--- src/rtl/mpc_qp_admm_zk_update.sv ---
// ADMM z-update engine: streams w[i], clamps each element to [zmin,zmax],
// writes the result to the zk vector RAM and tracks max |z_new - z_old|.
// Optional feature macro: MPC_ZK_RESIDUAL_EN (old-z read and residual tracking).
// Without it, zk port1 stays idle and ap_return is constantly 0.
// DATA_W / ADDR_W / VEC_LEN correspond to DataWidth / AddressWidth / VecLen.
module mpc_qp_admm_zk_update #(
  parameter int DATA_W  = 21,
  parameter int ADDR_W  = 5,
  parameter int VEC_LEN = 18
) (
  input  logic                     ap_clk,
  input  logic                     ap_rst,
  input  logic                     ap_start,
  output logic                     ap_done,
  output logic                     ap_idle,
  output logic                     ap_ready,
  input  logic signed [DATA_W-1:0] zmin,
  input  logic signed [DATA_W-1:0] zmax,
  output logic [ADDR_W-1:0]        w_address0,
  output logic                     w_ce0,
  input  logic signed [DATA_W-1:0] w_q0,
  output logic [ADDR_W-1:0]        zk_address0,
  output logic                     zk_ce0,
  output logic                     zk_we0,
  output logic signed [DATA_W-1:0] zk_d0,
  output logic [ADDR_W-1:0]        zk_address1,
  output logic                     zk_ce1,
  output logic                     zk_we1,
  output logic signed [DATA_W-1:0] zk_d1,
  input  logic signed [DATA_W-1:0] zk_q1,
  output logic [DATA_W-1:0]        ap_return
);

  localparam logic [ADDR_W-1:0] K_LAST = ADDR_W'(VEC_LEN - 1);

  typedef enum logic [1:0] {IDLE, RUN, DRAIN, DONE} state_t;

  state_t                     state, state_nxt;
  logic [ADDR_W-1:0]          k;
  logic                       vld_p1, vld_p2;
  logic                       start_go;
  logic signed [DATA_W-1:0]   zmin_q, zmax_q;
  logic [ADDR_W-1:0]          addr_p1, addr_p2;
  logic signed [DATA_W-1:0]   z_p2;

  // Upper bound applied first, then lower bound, so zmin wins when zmin > zmax.
  function automatic logic signed [DATA_W-1:0] clamp(
    input logic signed [DATA_W-1:0] w,
    input logic signed [DATA_W-1:0] lo,
    input logic signed [DATA_W-1:0] hi
  );
    logic signed [DATA_W-1:0] z;
    z = (w > hi) ? hi : w;
    z = (z < lo) ? lo : z;
    return z;
  endfunction

  assign start_go = ((state == IDLE) || (state == DONE)) && ap_start;

  // Next-state decode and control outputs.
  always_comb begin
    state_nxt = state;
    case (state)
      IDLE:    if (ap_start) state_nxt = RUN;
      RUN:     if (k == K_LAST) state_nxt = DRAIN;
      // Once the capture stage is empty, the output stage finishes its last write this cycle.
      DRAIN:   if (!vld_p1) state_nxt = DONE;
      DONE:    state_nxt = ap_start ? RUN : IDLE;
      default: state_nxt = IDLE;
    endcase
  end

  assign ap_idle    = (state == IDLE);
  assign ap_done    = (state == DONE);
  assign ap_ready   = (state == DONE);
  assign w_ce0      = (state == RUN);
  assign w_address0 = k;

  // Control state: FSM, element counter and pipeline valids.
  always_ff @(posedge ap_clk) begin
    if (ap_rst) begin
      state  <= IDLE;
      k      <= '0;
      vld_p1 <= 1'b0;
      vld_p2 <= 1'b0;
    end else begin
      state  <= state_nxt;
      vld_p1 <= (state == RUN);
      vld_p2 <= vld_p1;
      if (state == RUN) k <= (k == K_LAST) ? '0 : k + ADDR_W'(1);
      else              k <= '0;
    end
  end

  // Bounds latch and datapath pipeline (no reset on data).
  always_ff @(posedge ap_clk) begin
    if (start_go) begin
      zmin_q <= zmin;
      zmax_q <= zmax;
    end
    // p1: read data arrives for the address issued last cycle
    addr_p1 <= k;
    // p2: clamped result registered toward the zk write port
    addr_p2 <= addr_p1;
    z_p2    <= clamp(w_q0, zmin_q, zmax_q);
  end

  assign zk_ce0      = vld_p2;
  assign zk_we0      = vld_p2;
  assign zk_address0 = vld_p2 ? addr_p2 : '0;
  assign zk_d0       = vld_p2 ? z_p2 : '0;
  assign zk_we1      = 1'b0;
  assign zk_d1       = '0;

`ifdef MPC_ZK_RESIDUAL_EN
  localparam logic [DATA_W:0] MAG_MAX = {2'b00, {(DATA_W-1){1'b1}}};

  logic signed [DATA_W-1:0] zold_p2;
  logic [DATA_W-1:0]        res;
  logic [DATA_W-1:0]        dz_p2;

  // |a - b| at DATA_W+1 bits, saturated to the largest positive DATA_W value.
  function automatic logic [DATA_W-1:0] abs_diff_sat(
    input logic signed [DATA_W-1:0] a,
    input logic signed [DATA_W-1:0] b
  );
    logic signed [DATA_W:0] d;
    logic [DATA_W:0]        mag;
    d   = {a[DATA_W-1], a} - {b[DATA_W-1], b};
    mag = d[DATA_W] ? $unsigned(-d) : $unsigned(d);
    return (mag > MAG_MAX) ? MAG_MAX[DATA_W-1:0] : mag[DATA_W-1:0];
  endfunction

  assign zk_ce1      = (state == RUN);
  assign zk_address1 = k;
  assign dz_p2       = abs_diff_sat(z_p2, zold_p2);
  assign ap_return   = res;

  // Old z follows its element into the output stage.
  always_ff @(posedge ap_clk) begin
    zold_p2 <= zk_q1;
  end

  // Running max residual, cleared when a pass starts.
  always_ff @(posedge ap_clk) begin
    if (ap_rst)                      res <= '0;
    else if (start_go)               res <= '0;
    else if (vld_p2 && (dz_p2 > res)) res <= dz_p2;
  end
`else
  logic unused_zk_q1;

  assign unused_zk_q1 = ^zk_q1;
  assign zk_ce1       = 1'b0;
  assign zk_address1  = '0;
  assign ap_return    = '0;
`endif

endmodule
--- config.mk ---
export PLATFORM = sky130hd
export DESIGN_NAME = mpc_qp_admm_zk_update
export DESIGN_NICKNAME = d
export VERILOG_FILES = /design/src/rtl/mpc_qp_admm_zk_update.sv
export SDC_FILE = /design/constraint.sdc
export NUM_CORES = 1
export LEC_CHECK = 0
export CORE_MARGIN = 5
export CORE_UTILIZATION = 35
export CTS_CLUSTER_DIAMETER = 150
export DETAILED_ROUTE_END_ITERATION = 12
export DONT_BUFFER_PORTS = 1
export SYNTH_ARGS = -nofsm -noshare
export SYNTH_HDL_FRONTEND = slang
export SYNTH_SLANG_ARGS = --single-unit
--- constraint.sdc ---
create_clock -name ap_clk -period 5.3 [get_ports ap_clk]
set_input_delay 1.06 -clock ap_clk [delete_from_list [all_inputs] [get_ports ap_clk]]
set_output_delay 1.06 -clock ap_clk [all_outputs]
set_load 0.1 [all_outputs]
Yosys cells after proc, flatten, opt, wreduce, memory -nomap -nowiden
Cells that the tools add are included.
{ "word_totals": {"reg_bits": 82, "input_bits": 87, "word_cells": 34} }
{ "classes": {"add_sub_neg": 1, "order_cmp": 2, "eq_ne": 7, "n_mux": 9, "bitwise": 1, "n_reduce_logical": 5} }
{ "op_table": {"columns": ["operator", "n"], "rows": [
  ["$mux W21", 3],
  ["$gt A21 B21 Y1", 1],
  ["$lt A21 B21 Y1", 1],
  ["$pmux W2 S4", 1],
  ["$mux W2", 3],
  ["$add A5 B1 Y5 const B", 1],
  ["$eq A5 B5 Y1 const B", 1],
  ["$mux W5", 1],
  ["$eq A2 B2 Y1 const B", 2],
  ["$ne A2 B2 Y1 const B", 2],
  ["$reduce_and A3 Y1", 1],
  ["$reduce_or A3 Y1", 1],
  ["$eq A2 B1 Y1 const B", 1],
  ["$logic_not A2 Y1", 1],
  ["$ne A2 B1 Y1 const B", 1],
  ["$logic_and A1 B1 Y1", 1],
  ["$logic_or A1 B1 Y1", 1],
  ["$mux W1", 1],
  ["$not A1 Y1", 1]
]} }

Logic depth before layout (Yosys ltp)
Gate-level depths: netlist (run 1).
{ "depth": {"word_depth": 4, "ltp_mapped": 22, "mapped_depth_nobuf": 19} }

Worst setup path before layout (run 1)
Ideal clock, no wire load.
{ "synth_timing": {"kind": "in2reg", "startpoint": "input port w_q0[20]", "endpoint": "register z_p2[14]", "setup_ns": 0.074, "arrival_time_ns": 5.621, "setup_slack_ns": -0.395, "path_stages": 21, "cell_sequence": "ha_1 > nand4_1 > or4_4 > a311oi_1 > nor3_1 > mux2i_1 > nor2_1 > buf_1 > mux2i_1 > inv_1 > ha_1 > clkbuf_1 > nand4_1 > nor4_1 > a221oi_1 > o21ai_0 > nor2_1 > clkbuf_1 > mux2i_1 > o21ai_0 > a31oi_1"} }
{ "synth_between": {"elab_chain_len": 4} }
{ "synth_rtl": {"columns": ["element", "line_no", "source"], "rows": [
  ["from (decl)", "21", "input logic signed [DATA_W-1:0] w_q0,"],
  ["$gt A21 B21 Y1", "53", "z = (w > hi) ? hi : w;"],
  ["$mux W21 *", "53", null],
  ["$lt A21 B21 Y1", "54", "z = (z < lo) ? lo : z;"],
  ["$mux W21 *", "54", null],
  ["to (signal assigned)", "105", "z_p2 <= clamp(w_q0, zmin_q, zmax_q);"],
  ["to (decl)", "44", "logic signed [DATA_W-1:0] z_p2;"]
]} }
Mark *: on every way between the ends. The rest lies on a longest branch, timed or not.
A chain may end at the register's enable or synchronous reset.

Final worst setup path (run 1)
{ "layout_timing": {"startpoint": "input port w_q0[20]", "endpoint": "register z_p2[18]"} }
The elaborated chain is that of the path after synthesis.

==> results of run 1 <==
layout by cell type, fill, tap and decap left out, drive strengths merged, types with 3 or more instances in the layout:
cell type	n
and2	26
conb	49
inv	69
or4	3
nor2	45
mux2i	43
ha	47
edfxtp	42
o21ai	29
a31oi	20
nand2	30
nor3	14
buf	39
clkbuf	11
dfxtp	40
a211oi	3
nor2b	4
a21oi	16
nand4	6
o21a	4
nand3	6
state kept, by name, indices dropped and copies added (netlist names), 2 cells and up:
| signal | cells |
|---|---|
| w_address0 | 5 |
| state | 2 |
| zmin_q | 21 |
| addr_p1 | 5 |
| addr_p2 | 5 |
| z_p2 | 21 |
| zmax_q | 21 |
worst min path at each step:
stage	start	end	slack, ps	cells after the start
after global routing	addr_p1[2]	addr_p2[2]	340	0
final	addr_p1[2]	addr_p2[2]	330	0
after global placement	addr_p1[3]	addr_p2[3]	310	0
after CTS	addr_p1[3]	addr_p2[3]	330	0
after detailed placement	addr_p1[3]	addr_p2[3]	310	0
after floorplan	addr_p1[0]	addr_p2[0]	310	0
timing repair:
item                                    CTS  global route
pin swaps                                 0             4
cloned                                    0             1
hold buffers                              0             0
endpoints found under the setup margin    7            21
gates resized for setup                   1            20
metal layers:
metal  part of all wire (%)  vias up
met1                     39     1711
met4                    1.6        4
met5                   0.18        -
li1                       -     1809
met3                     12       20
met2                     47      173
report_power, final:
| part | switching [mW] | internal [mW] | total, mW |
|---|---|---|---|
| clock network | 0.262 | 0.383 | 0.644 |
| registers | 0.144 | 0.913 | 1.06 |
| logic | 1.26 | 0.716 | 1.98 |
| total | 1.67 | 2.01 | 3.68 |
cell families after synthesis:
kind of cell / Yosys count / share of synthesized area, %
AOI/OAI and AO/OA: 84 / 9.96
adders and majority gates: 47 / 11.7
DFF: 82 / 40.9
and+or+nand+nor: 143 / 14.0
buffers and inverters: 137 / 14.3
muxes: 43 / 8.54
xor gates and xnor gates: 3 / 0.522
other: 1 / 0.0744
critical path, stage by stage:
cell      delay, ps
ha_1            280
nand4_1         140
or4_4           530
a311oi_2        220
nor3_1          100
mux2i_1         180
nor2_4          200
buf_4           230
mux2i_1         300
inv_1            70
ha_1            290
a21oi_1         150
o21ai_0         120
a221oi_2        300
o21ai_2         150
or4_4           700
a31oi_1         250
through the flow:
| stage | area, µm² | worst slack, ps | utilization (%) | hold slack (ps) |
|---|---|---|---|---|
| 6_report | 5740 | 260 | 41.0 | 327 |
| 3_3_place_gp | 5300 | -249 | 37.9 | 311 |
| 3_5_place_dp | 5300 | -389 | 37.9 | 314 |
| 2_1_floorplan | 5230 | 44.0 | - | 310 |
| 5_1_grt | 5740 | -32.7 | 41.0 | 335 |
| 4_1_cts | 5610 | 72.1 | 40.1 | 329 |
cell type report:
type	instances	area share, %
sequential	82	35.9
clock inverter	6	1.24
timing repair buffer	40	5.82
clock buffer	10	4.16
multi-input combinational	369	44.6
tap	180	3.92
inverter	66	4.31
==> results by group, run 1 <==
Run status
  • Status: finished clean

Drt
  • Avg WL per Cell: 15.8 µm
  • Drt total wl: 11900 µm
  • Vias/cell: 4.94
  • Final ANT Viol Nets: 0
  • Initial DRC Count: 167
  • Drc violations: 0
  • Vias: 3717
  • TritonRoute pass-1 iters: 5

Synth
  • Yosys Warn Count: 0
  • Leading area contributor after synthesis: edfxtp_1
  • Asr flop ratio synth: 0%
  • Post-Syn Instances: 540
  • Seq/Total Area, Yosys: 40.9%
  • Synth top area cells: edfxtp_1, dfxtp_1, ha_1
  • Syn avg cell area: 9.33 µm²
  • Number of different library cells in the post-synthesis netlist: 42
  • Synth top area share: 25.0%
  • List of most frequent post-synthesis cells: inv_1, buf_4, ha_1, nor2_1, mux2i_1
  • Synth Flop Type: edfxtp_1
  • Yosys reg bits: 82
  • Number of synthesized flops with an enable pin: 42
  • Mapped cell area: 0.00504 mm²
  • Top-count cell post-synth: inv_1

Setup path
  • Critical path data required time: 5560 ps
  • CP max FO: 20
  • CP arrival: 5300 ps
  • Worst Setup EP: z_p2[18]
  • Crit path launch: w_q0[20]
  • Reg2reg start: zmax_q[19]
  • Critical path class: input pin to flip-flop
  • Worst setup EP type: flip-flop
  • Worst Reg2Reg Path Length in Cells: 18
  • CP Launch Type: input pin
  • Reg-to-reg critical path endpoint: z_p2[18]
  • R2R Setup Slk: 530 ps

Clocking
  • H-tree depth: 3
  • CTS tree: yes
  • Clock slew at reported path FFs: 60 ps
  • Post-CTS setup buffers: 0
  • Root buf cell: clkbuf_16
  • # clock sinks: 82
  • Longest Clk Path Bufs: 2
  • Clock Latency Late Sink: 340 ps
  • CTS Buf Count: 9

GRT
  • Met2 usage: 22.8%
  • Largest net degree at the start of global routing: 43
  • First-pass GRT wire length: 18300 µm
  • Grt met1 use: 16.1%
  • Number of global-route vias before repair: 3633
  • Number of antenna violations at the first check in global routing: 2
  • GRT Util Overall: 14.0%
  • GRT busiest layer: met2
  • Grt ovf: 0
  • Met3 Use GR: 6.43%

STA
  • Slew Viols, Final: 0
  • Min cycle time layout: 5040 ps
  • Slew Limit Headroom: 20.8%
  • Post-route clock period utilization: 95.1%
  • Fmax: 198 MHz
  • Setup TNS: 0 ps
  • Worst-margin pin slew: 1180 ps
  • Clk_skew: 4.43 ps
  • Final setup violation count: 0
  • Hold Vio Cnt, Final: 0

Place
  • Placed Cells: 736
  • IO Port Bufs: 0
  • HPWL after detailed placement: 9600 µm
  • GPL Wtd Cong: 0.816

Floorplanning
  • Starting density of the core: 36.0%
  • Die area: 0.0169 mm²
  • Die width: 130 µm
  • Total core area: 0.0140 mm²
  • Num rows: 43
  • Die height: 130 µm
  • IO Pins: 173

Worst hold path
  • Hold Crit Class: flip-flop to flip-flop

Power
  • Tot Pwr: 3.68 mW
  • Pwr dens: 641 mW/mm²
  • VDD IR-drop max: 0.442 mV
  • Leakage: 2.63 nW

Finish
  • Area Overhead vs Synth: 14.0%
  • Final antenna diode count: 0
  • Final Non-Filler Cells: 753
  • Post-layout net count: 702
  • Fill cells: 1362
  • Seq. cell area: 0.00206 mm²
  • Layout cells sized above 1: 13.4%
  • Multi-input combinational cell area: 0.00256 mm²

Flow run
  • Max Cap Violations: 0
Power figures use the tool's default switching activity.
==> run 2, diff against run 1 <==
CORE_ASPECT_RATIO = 2   (was default)
==> run 2 against run 1 <==
  * Via count is 0.65% lower
  * Sequential share of layout area is 0.19 points lower
  * Cell count is 2.0% higher
  * Critical endpoint unchanged
  * Sequential power hardly changed
==> results by group, run 2 (synthesis gave the netlist of run 1 again) <==
Floorplanning
  • Total core area: 0.0143 mm² (was 0.0140 mm²)
  • Die width: 94.8 µm (was 130 µm)
  • Die height: 180 µm (was 130 µm)
  • IO Pins: 173 (unchanged)
  • Die area: 0.0170 mm² (was 0.0169 mm²)
  • Starting density of the core: 35.3% (was 36.0%)
  • Num rows: 62 (was 43)

Drt
  • Drc violations: 0 (unchanged)
  • Avg WL per Cell: 16.9 µm (was 15.8 µm)
  • TritonRoute pass-1 iters: 4 (was 5)
  • Final ANT Viol Nets: 0 (unchanged)
  • Drt total wl: 13000 µm (was 11900 µm)
  • Initial DRC Count: 180 (was 167)
  • Vias: 3693 (was 3717)
  • Vias/cell: 4.81 (was 4.94)

Worst hold path
  • Min-delay src: addr_p1[4] (was addr_p1[2])
  • Hold Crit Class: flip-flop to flip-flop (unchanged)
  • Hold Path Stages: 0 (unchanged)
  • Worst Hold End: addr_p2[4] (was addr_p2[2])

Clocking
  • H-tree depth: 3 (unchanged)
  • Clock Latency Late Sink: 340 ps (about the same)
  • # clock sinks: 82 (unchanged)
  • Longest Clk Path Bufs: 2 (unchanged)
  • Clock slew at reported path FFs: 60 ps (about the same)
  • CTS tree: yes (unchanged)
  • Root buf cell: clkbuf_16 (unchanged)
  • CTS Buf Count: 9 (unchanged)

STA
  • Fmax: 195 MHz (was 198 MHz)
  • Final setup violation count: 0 (unchanged)
  • Clk_skew: 9.59 ps (was 4.43 ps)
  • Worst-margin pin slew: 1230 ps (was 1180 ps)
  • Slew Viols, Final: 0 (unchanged)
  • Min cycle time layout: 5130 ps (was 5040 ps)
  • Hold Vio Cnt, Final: 0 (unchanged)
  • Slew Limit Headroom: 18.1% (was 20.8%)
  • Post-route clock period utilization: 96.8% (was 95.1%)

Power
  • VDD IR-drop max: 0.615 mV (was 0.442 mV)
  • Switch share: 45.8% (was 45.3%)
  • Pwr dens: 652 mW/mm² (was 641 mW/mm²)
  • Power share of the clock group: 17.7% (was 17.5%)
  • Sequential Power Share: 28.0% (was 28.7%)
  • Leakage: 2.67 nW (was 2.63 nW)
  • Switching pwr: 1.72 mW (was 1.67 mW)
  • Logic pwr share: 54.3% (was 53.8%)
  • Int Power: 2.04 mW (was 2.01 mW)

Setup path
  • CP Launch Type: input pin (unchanged)
  • Critical path class: input pin to flip-flop (unchanged)
  • Critical path data required time: 5540 ps (was 5560 ps)
  • Worst setup EP type: flip-flop (unchanged)
  • CP arrival: 5370 ps (was 5300 ps)
  • Critical path, cell by cell: ha_1 -> nand4_1 -> or4_4 -> a311oi_2 -> nor3_1 -> mux2i_1 -> nor2_2 -> buf_12 -> mux2i_1 -> buf_4 -> inv_1 -> ha_1 -> nand4_1 -> nor4_2 -> buf_4 -> a221oi_2 -> o21ai_2 -> or3_1 -> o21a_1 -> buf_12 -> a31oi_1 (was ha_1 -> nand4_1 -> or4_4 -> a311oi_2 -> nor3_1 -> mux2i_1 -> nor2_4 -> buf_4 -> mux2i_1 -> inv_1 -> ha_1 -> a21oi_1 -> o21ai_0 -> a221oi_2 -> o21ai_2 -> or4_4 -> a31oi_1)
  • CP max stage cell: or4_4 (unchanged)
  • Reg-to-reg critical path endpoint: z_p2[18] (unchanged)
  • Reg2reg start: zmax_q[19] (unchanged)
  • Slowest stage delay, CP: 590 ps (was 700 ps)
  • Worst Reg2Reg Path Length in Cells: 22 (was 18)
  • CP max FO: 12 (was 20)
  • R2R Setup Slk: 470 ps (was 530 ps)

Finish
  • Commonest cells after routing, fill and taps aside: inv_1, conb_1, ha_1 (unchanged)
  • Regs by FF count: z_p2: 21 flops, zmax_q: 21 flops, zmin_q: 21 flops (unchanged)
  • Commonest non-fill, non-tap cell in the layout: inv_1 (unchanged)
  • Area Overhead vs Synth: 14.6% (was 14.0%)
  • Fill cells: 1442 (was 1362)
  • Final Non-Filler Cells: 768 (was 753)
  • Multi-input combinational cell area: 0.00253 mm² (was 0.00256 mm²)
  • Final Util: 40.4% (was 41.0%)
  • Layout cells sized above 1: 13.4% (about the same)
  • Seq. cell area: 0.00206 mm² (unchanged)
  • Final antenna diode count: 0 (unchanged)
  • Post-layout net count: 705 (was 702)

Place
  • HPWL after detailed placement: 10100 µm (was 9600 µm)
  • GPL Wtd Cong: 0.870 (was 0.816)
  • IO Port Bufs: 0 (unchanged)
  • Placed Cells: 752 (was 736)

Flow run
  • Max Cap Violations: 0 (unchanged)

GRT
  • First-pass GRT wire length: 19800 µm (was 18300 µm)
  • Grt ovf: 0 (unchanged)
  • Largest net degree at the start of global routing: 43 (unchanged)
  • Number of antenna violations at the first check in global routing: 0 (was 2)
  • Number of global-route vias before repair: 3795 (was 3633)
  • GRT Util Overall: 15.4% (was 14.0%)

Run status
  • Status: finished clean (unchanged)
[run 2: changes by cell type in the layout (fill, tap and decap cells not counted), moves of 2 or more]
cell | before | now
a31oi_1 | 20 | 18
buf_12 | 1 | 3
inv_8 | 0 | 2
mux2i_1 | 34 | 39
mux2i_4 | 5 | 1
a31oi_2 | 0 | 2
[run 2: critical path, delay by kind of cell]
kind,cells,cell delay [ps]
buffers and inverters,5,660
AO/OA/AOI/OAI,5,1000
multiplexers,2,380
AND/OR/NAND/NOR,7,1670
adder cells (fa/ha/maj),2,590
[run 2: metal layers]
layer / wire [µm] / GRT usage (%) / up-vias
met1: 4290 / 15.5 / 1706
met4: 323 / 5.78 / 0
met2: 7420 / 29.5 / 145
met5: 0 / 0 / -
li1: - / - / 1821
met3: 920 / 3.35 / 21
[run 2: area by class of cell]
class | count | share of cell area [%]
Inverter | 66 | 4.29
Timing Repair Buffer | 43 | 6.37
Clock inverter | 5 | 0.845
Tap cell | 192 | 4.16
Clock buffer | 11 | 4.77
Multi-Input combinational cell | 369 | 43.8
Sequential cell | 82 | 35.7
[run 2: timing repair]
item                       4_1_cts  5_1_grt
setup endpoints to repair       20       21
pin swaps                        1        2
resized for setup                8        8
hold buffers                     0        0
setup buffers                    0        0
[run 2: worst max-delay path by stage]
stage,slack [ps],to,start
after floorplan,40,z_p2[14],w_q0[20]
after global placement,-380,z_p2[19],w_q0[20]
after detailed placement,-520,z_p2[18],w_q0[20]
after CTS,9,z_p2[18],w_q0[20]
after global routing,-30,z_p2[7],w_q0[20]
final,170,z_p2[18],w_q0[20]
[run 2: per-stage QoR]
stage	setup TNS (ps)	hold slack (ps)	total power [mW]	cell area (µm²)	setup slack, ps
after CTS	0	333	3.75	5730	8.92
after global routing	-56.3	340	4.04	5770	-28.2
final	0	329	3.76	5770	171
after detailed placement	-9040	316	3.04	5370	-515
after floorplan	0	310	2.48	5230	44.0
after global placement	-6730	311	2.99	5370	-385
[run 2: power by group through the flow]
| stage | combinational [mW] | clock (mW) | sequential, mW |
|---|---|---|---|
| CTS | 2.01 | 0.685 | 1.06 |
| detailed placement | 1.97 | 0 | 1.07 |
| finish | 2.04 | 0.667 | 1.05 |
| global route | 2.24 | 0.712 | 1.08 |
| floorplan | 1.46 | 0 | 1.02 |
| global placement | 1.93 | 0 | 1.06 |
